==> src/rtl/audio_pkg.sv <==
// Shared constants and helpers for the audio serialiser blocks.
package audio_pkg;

    localparam logic MODE_I2S = 1'b0;
    localparam logic MODE_LJ  = 1'b1;

    function automatic int frame_bits(input int num_ch, input int slot_w);
        return num_ch * slot_w;
    endfunction

endpackage

==> src/rtl/i2s_clk_gen.sv <==
// Bit-clock divider: sclk toggles every P clk cycles, with P latched at each frame load.
module i2s_clk_gen #(
    parameter int PRESCALE_W = 8
) (
    input  logic                  clk,
    input  logic                  rst,
    input  logic [PRESCALE_W-1:0] prescaler,
    input  logic                  load,
    output logic                  sclk,
    output logic                  sclk_rise,
    output logic                  sclk_fall
);

    logic [PRESCALE_W-1:0] p_reg;
    logic [PRESCALE_W-1:0] p_live;
    logic [PRESCALE_W-1:0] p_eff;
    logic [PRESCALE_W-1:0] div_cnt;
    logic                  started;
    logic                  wrap;

    // Until the first frame load there is no latched value, so the live input sets the pace.
    always_comb begin
        p_live = (prescaler == '0) ? PRESCALE_W'(1) : prescaler;
        p_eff  = started ? p_reg : p_live;
        wrap   = (div_cnt >= p_eff - PRESCALE_W'(1));
    end

    assign sclk_rise = wrap & ~sclk;
    assign sclk_fall = wrap & sclk;

    always_ff @(posedge clk or posedge rst) begin
        if (rst) begin
            div_cnt <= '0;
            sclk    <= 1'b0;
            p_reg   <= PRESCALE_W'(1);
            started <= 1'b0;
        end else begin
            if (wrap) begin
                div_cnt <= '0;
                sclk    <= ~sclk;
            end else begin
                div_cnt <= div_cnt + PRESCALE_W'(1);
            end
            if (load) begin
                p_reg   <= p_live;
                started <= 1'b1;
            end
        end
    end

endmodule

==> src/rtl/i2s_tdm_tx.sv <==
// I2S / left-justified / TDM serialiser with a one-frame holding register and underrun flag.
module i2s_tdm_tx #(
    parameter int SAMPLE_W   = 16,
    parameter int SLOT_W     = 16,
    parameter int NUM_CH     = 2,
    parameter int PRESCALE_W = 8
) (
    input  logic                         clk,
    input  logic                         rst,
    input  logic [PRESCALE_W-1:0]        prescaler,
    input  logic                         mode,
    input  logic [NUM_CH*SAMPLE_W-1:0]   in_data,
    input  logic                         in_valid,
    output logic                         in_ready,
    output logic                         sclk,
    output logic                         lrclk,
    output logic                         sdata,
    output logic                         frame_start,
    output logic                         underrun
);

    import audio_pkg::*;

    localparam int FRAME  = frame_bits(NUM_CH, SLOT_W);
    localparam int CNT_W  = $clog2(FRAME);
    localparam int DATA_W = NUM_CH * SAMPLE_W;
    localparam logic [CNT_W-1:0] LAST = CNT_W'(FRAME - 1);
    localparam logic [CNT_W-1:0] HALF = CNT_W'(FRAME / 2);

    // Frame bit 0 (channel 0 MSB) sits at the top so the shifter can always shift left.
    function automatic logic [FRAME-1:0] pack_frame(input logic [DATA_W-1:0] d);
        logic [FRAME-1:0] f;
        f = '0;
        for (int k = 0; k < NUM_CH; k++) begin
            for (int b = 0; b < SAMPLE_W; b++) begin
                f[FRAME - k*SLOT_W - SAMPLE_W + b] = d[k*SAMPLE_W + b];
            end
        end
        return f;
    endfunction

    function automatic logic lr_level(input logic [CNT_W-1:0] bc, input logic m);
        logic [CNT_W-1:0] nxt;
        nxt = (bc == LAST) ? '0 : bc + CNT_W'(1);
        return (m == MODE_LJ) ? (bc >= HALF) : (nxt >= HALF);
    endfunction

    logic [DATA_W-1:0] hold_data;
    logic [FRAME-1:0]  shifter;
    logic [FRAME-1:0]  frame_new;
    logic [CNT_W-1:0]  bit_cnt;
    logic [CNT_W-1:0]  bit_next;
    logic              mode_reg;
    logic              mode_sel;
    logic              load;
    logic              accept;
    logic              sclk_fall;
    logic              rise_unused;

    i2s_clk_gen #(
        .PRESCALE_W (PRESCALE_W)
    ) u_clk_gen (
        .clk       (clk),
        .rst       (rst),
        .prescaler (prescaler),
        .load      (load),
        .sclk      (sclk),
        .sclk_rise (rise_unused),
        .sclk_fall (sclk_fall)
    );

    always_comb begin
        load      = sclk_fall && (bit_cnt == LAST);
        accept    = in_valid && in_ready;
        bit_next  = (bit_cnt == LAST) ? '0 : bit_cnt + CNT_W'(1);
        mode_sel  = load ? mode : mode_reg;
        frame_new = in_ready ? '0 : pack_frame(hold_data);
    end

    // A frame accepted in the same cycle as a mute load waits for the next frame; no bypass.
    always_ff @(posedge clk or posedge rst) begin
        if (rst) begin
            hold_data <= '0;
            in_ready  <= 1'b1;
        end else if (accept) begin
            hold_data <= in_data;
            in_ready  <= 1'b0;
        end else if (load) begin
            in_ready  <= 1'b1;
        end
    end

    always_ff @(posedge clk or posedge rst) begin
        if (rst) begin
            shifter     <= '0;
            bit_cnt     <= LAST;
            sdata       <= 1'b0;
            lrclk       <= 1'b0;
            mode_reg    <= MODE_I2S;
            frame_start <= 1'b0;
            underrun    <= 1'b0;
        end else begin
            frame_start <= load;
            underrun    <= load && in_ready;
            if (load) begin
                mode_reg <= mode;
            end
            if (sclk_fall) begin
                bit_cnt <= bit_next;
                lrclk   <= lr_level(bit_next, mode_sel);
                if (load) begin
                    sdata   <= frame_new[FRAME-1];
                    shifter <= {frame_new[FRAME-2:0], 1'b0};
                end else begin
                    sdata   <= shifter[FRAME-1];
                    shifter <= {shifter[FRAME-2:0], 1'b0};
                end
            end
        end
    end

endmodule

==> config.mk <==
export PLATFORM = sky130hd
export DESIGN_NAME = i2s_tdm_tx
export DESIGN_NICKNAME = d
export VERILOG_FILES = /design/src/rtl/audio_pkg.sv /design/src/rtl/i2s_clk_gen.sv /design/src/rtl/i2s_tdm_tx.sv
export SDC_FILE = /design/constraint.sdc
export NUM_CORES = 1
export LEC_CHECK = 0
export CAP_MARGIN = 20
export CORE_MARGIN = 10
export CORE_UTILIZATION = 50
export CTS_BUF_LIST = sky130_fd_sc_hd__clkbuf_16
export DETAILED_ROUTE_END_ITERATION = 12
export PLACE_DENSITY_LB_ADDON = 0.15
export SLEW_MARGIN = 20
export SYNTH_ARGS = -nofsm -noshare
export SYNTH_HDL_FRONTEND = slang
export SYNTH_HIERARCHICAL = 1
export SYNTH_SLANG_ARGS = --single-unit
==> constraint.sdc <==
create_clock -name clk -period 4.3 [get_ports clk]
set_input_delay 0.86 -clock clk [delete_from_list [all_inputs] [get_ports clk]]
set_output_delay 0.86 -clock clk [all_outputs]
set_load 0.05 [all_outputs]
==> impl_results.md <==
* Largest Register: hold_data
* CP Cell Sequence: clkdlybuf4s50_1, or4_4, nor4_4, nor2_1, mux2_4, ha_4, o21ai_2, nor2_1, xor2_1, ha_1, nand2_2, o41ai_4, and2_4, nand2_4, inv_4, clkbuf_16, mux2_2
* Synthesized Nets at 432
* Largest register FFs at 32
* Cts hold-fix bufs at 0
* Gr usage total at 0.139
* Final Hold Viols at 0
* Synth warn at 6
* # clock sinks at 92
* H-tree depth at 3
* Critical-path maximum fanout at 5
* Global routing met3 resource utilization at 0.0309
* Vias/cell at 5.50
* Final setup violation count at 0
* Most frequent CP cell: nor2_1
* Share of cells above drive strength 1 at 0.272
* Met1 Use GR at 0.180
* Skew-Pair Late Insertion Delay at 330 ps
* Slew @ Worst Pin at 778 ps
* Max Cap Viol at 0
* Gr ovfl total at 0
* Antenna fix cells at 0
* Drt drc at 0
* Layout Skew at 6.04 ps
* Final HPWL DP at 6.15 mm
* Via count at 3,001
* Synth Cell Area at 0.00445 mm^2
* Port bufs at 49
* Largest net degree at the start of global routing at 34
* Final instance area at 0.00552 mm^2
* First-pass GRT wire length at 15.0 mm
* Root Buffer: clkbuf_16
* Max Fclk at 0.242 GHz
* Net total in the final layout at 490
* Routed Antenna Nets at 0
* Cells after Synth at 375
* Busiest grt layer: met2
* CP max stage delay at 460 ps
* TritonRoute pass-1 iters at 7
* Fin crit share at 0.962
* Dpl cells at 527
* Placed Area at 0.00508 mm^2
* Worst Reg-to-Reg Cells at 13
* Max VDD drop at 0.321 mV
* Post-layout minimum cycle time at 4140 ps
* Status: complete, no violations
* Pwr Total at 3.08 mW
* Core box area at 0.00868 mm^2
* Largest regs: hold_data: 32 flops, shifter: 31 flops
* Final worst slack at 164 ps
* Clk buf depth at 2
* WHS Path Cells at 1
* Hold Path Class: flop to flop
* Crit path kind: input pin to flop
* Power per cell area at 559 mW/mm^2
* Final Non-Filler Cells at 546
* Core Rows at 34
* R2r endpoint: u_clk_gen/p_reg[3]$_DFFE_PP0P_
* Fillers at 698
* Cts bufs inserted at 9
* Max_slew headroom at 0.480
* Die area at 0.0131 mm^2
* Dpl ws at -394 ps
* Critical path capture point type: flop
* Syn Area/Cell at 11.9 um^2
* Synth-to-layout area growth at 24.0%
* IO Count at 50
* HP Start: shifter[15]$_DFFE_PP0P_
* Crit path buf inv count at 3
* Initial antenna violation count at 0
* Placer congestion estimate at 0.793
* Die X at 114 um
* Crit-path slowest cell: or4_4
* Routed WL per cell at 16.7 um
* Critical path arrival at 4360 ps
* Hold Slack at 489 ps
* Vertical die dimension at 114 um
* Initial DRC Count at 95
* CTS tree: built
* Final Max Slew Viols at 0
* CP Launch Type: input pin
* Leakage power at 2.43 nW
* Sum of negative setup slack at 0 ps
* Grt met2 use at 0.220
* Vias in the first global route at 3,152
* Worst r2r src: u_clk_gen/started$_DFFE_PP0P_
* Worst Hold Path EP: shifter[15]$_DFFE_PP0P_
* WP data required at 4520 ps
* Clock transition at path regs at 60 ps
* Final wirelength at 9.15 mm
* Initial Utilization at 0.513
* FF-to-FF setup slack at 990 ps
* Util after Layout at 0.636
* Largest delay share family, worst path: simple AND/OR/NAND/NOR gates
-- how the worst max path moves through the flow --
stage	cells after the start	start	to	slack, ps
final	17	prescaler[5]	u_clk_gen/p_reg[3]$_DFFE_PP0P_	160
after global placement	17	prescaler[4]	u_clk_gen/p_reg[3]$_DFFE_PP0P_	-280
after CTS	17	prescaler[4]	u_clk_gen/p_reg[4]$_DFFE_PP0P_	20
after global routing	19	prescaler[5]	u_clk_gen/started$_DFFE_PP0P_	-20
after detailed placement	17	prescaler[4]	u_clk_gen/p_reg[4]$_DFFE_PP0P_	-390
after floorplan	18	prescaler[4]	u_clk_gen/p_reg[1]$_DFFE_PP0P_	30
-- layer usage --
metal / up-vias / share of wire
li1: 1458 / -
met1: 1484 / 0.46
met2: 46 / 0.49
met3: 13 / 0.036
met4: 0 / 0.015
met5: - / 0
-- timing repair --
action	in CTS	in global routing
setup buffers	1	1
gates resized for setup	1	17
cloned	0	1
endpoints found under the setup margin	9	44
pin swaps	1	9
-- layout make-up --
class / count / area, um^2 / area share
flip-flops and latches: 92 / 2310 / 0.419
clock inverters: 7 / 88.8 / 0.0161
repair buffers: 69 / 694 / 0.126
inverters: 15 / 61.3 / 0.0111
clock buffers: 9 / 225 / 0.0408
well taps: 108 / 135 / 0.0245
multi-input cells: 246 / 2000 / 0.363
-- power breakdown --
group | internal (mW) | switching, mW
registers | 1.20 | 0.249
logic | 0.400 | 0.396
clock network | 0.507 | 0.326
-- cell usage in the layout, fill, tap and decap left out, types with 10 or more instances in the layout --
cell / count
a221oi_2: 20
buf_4: 16
clkbuf_16: 10
clkdlybuf4s50_1: 46
dfrtp_1: 85
ha_1: 12
inv_1: 12
mux2_2: 41
nor2_1: 68
xor2_1: 11
No activity file was read; power rests on OpenSTA's default activity.
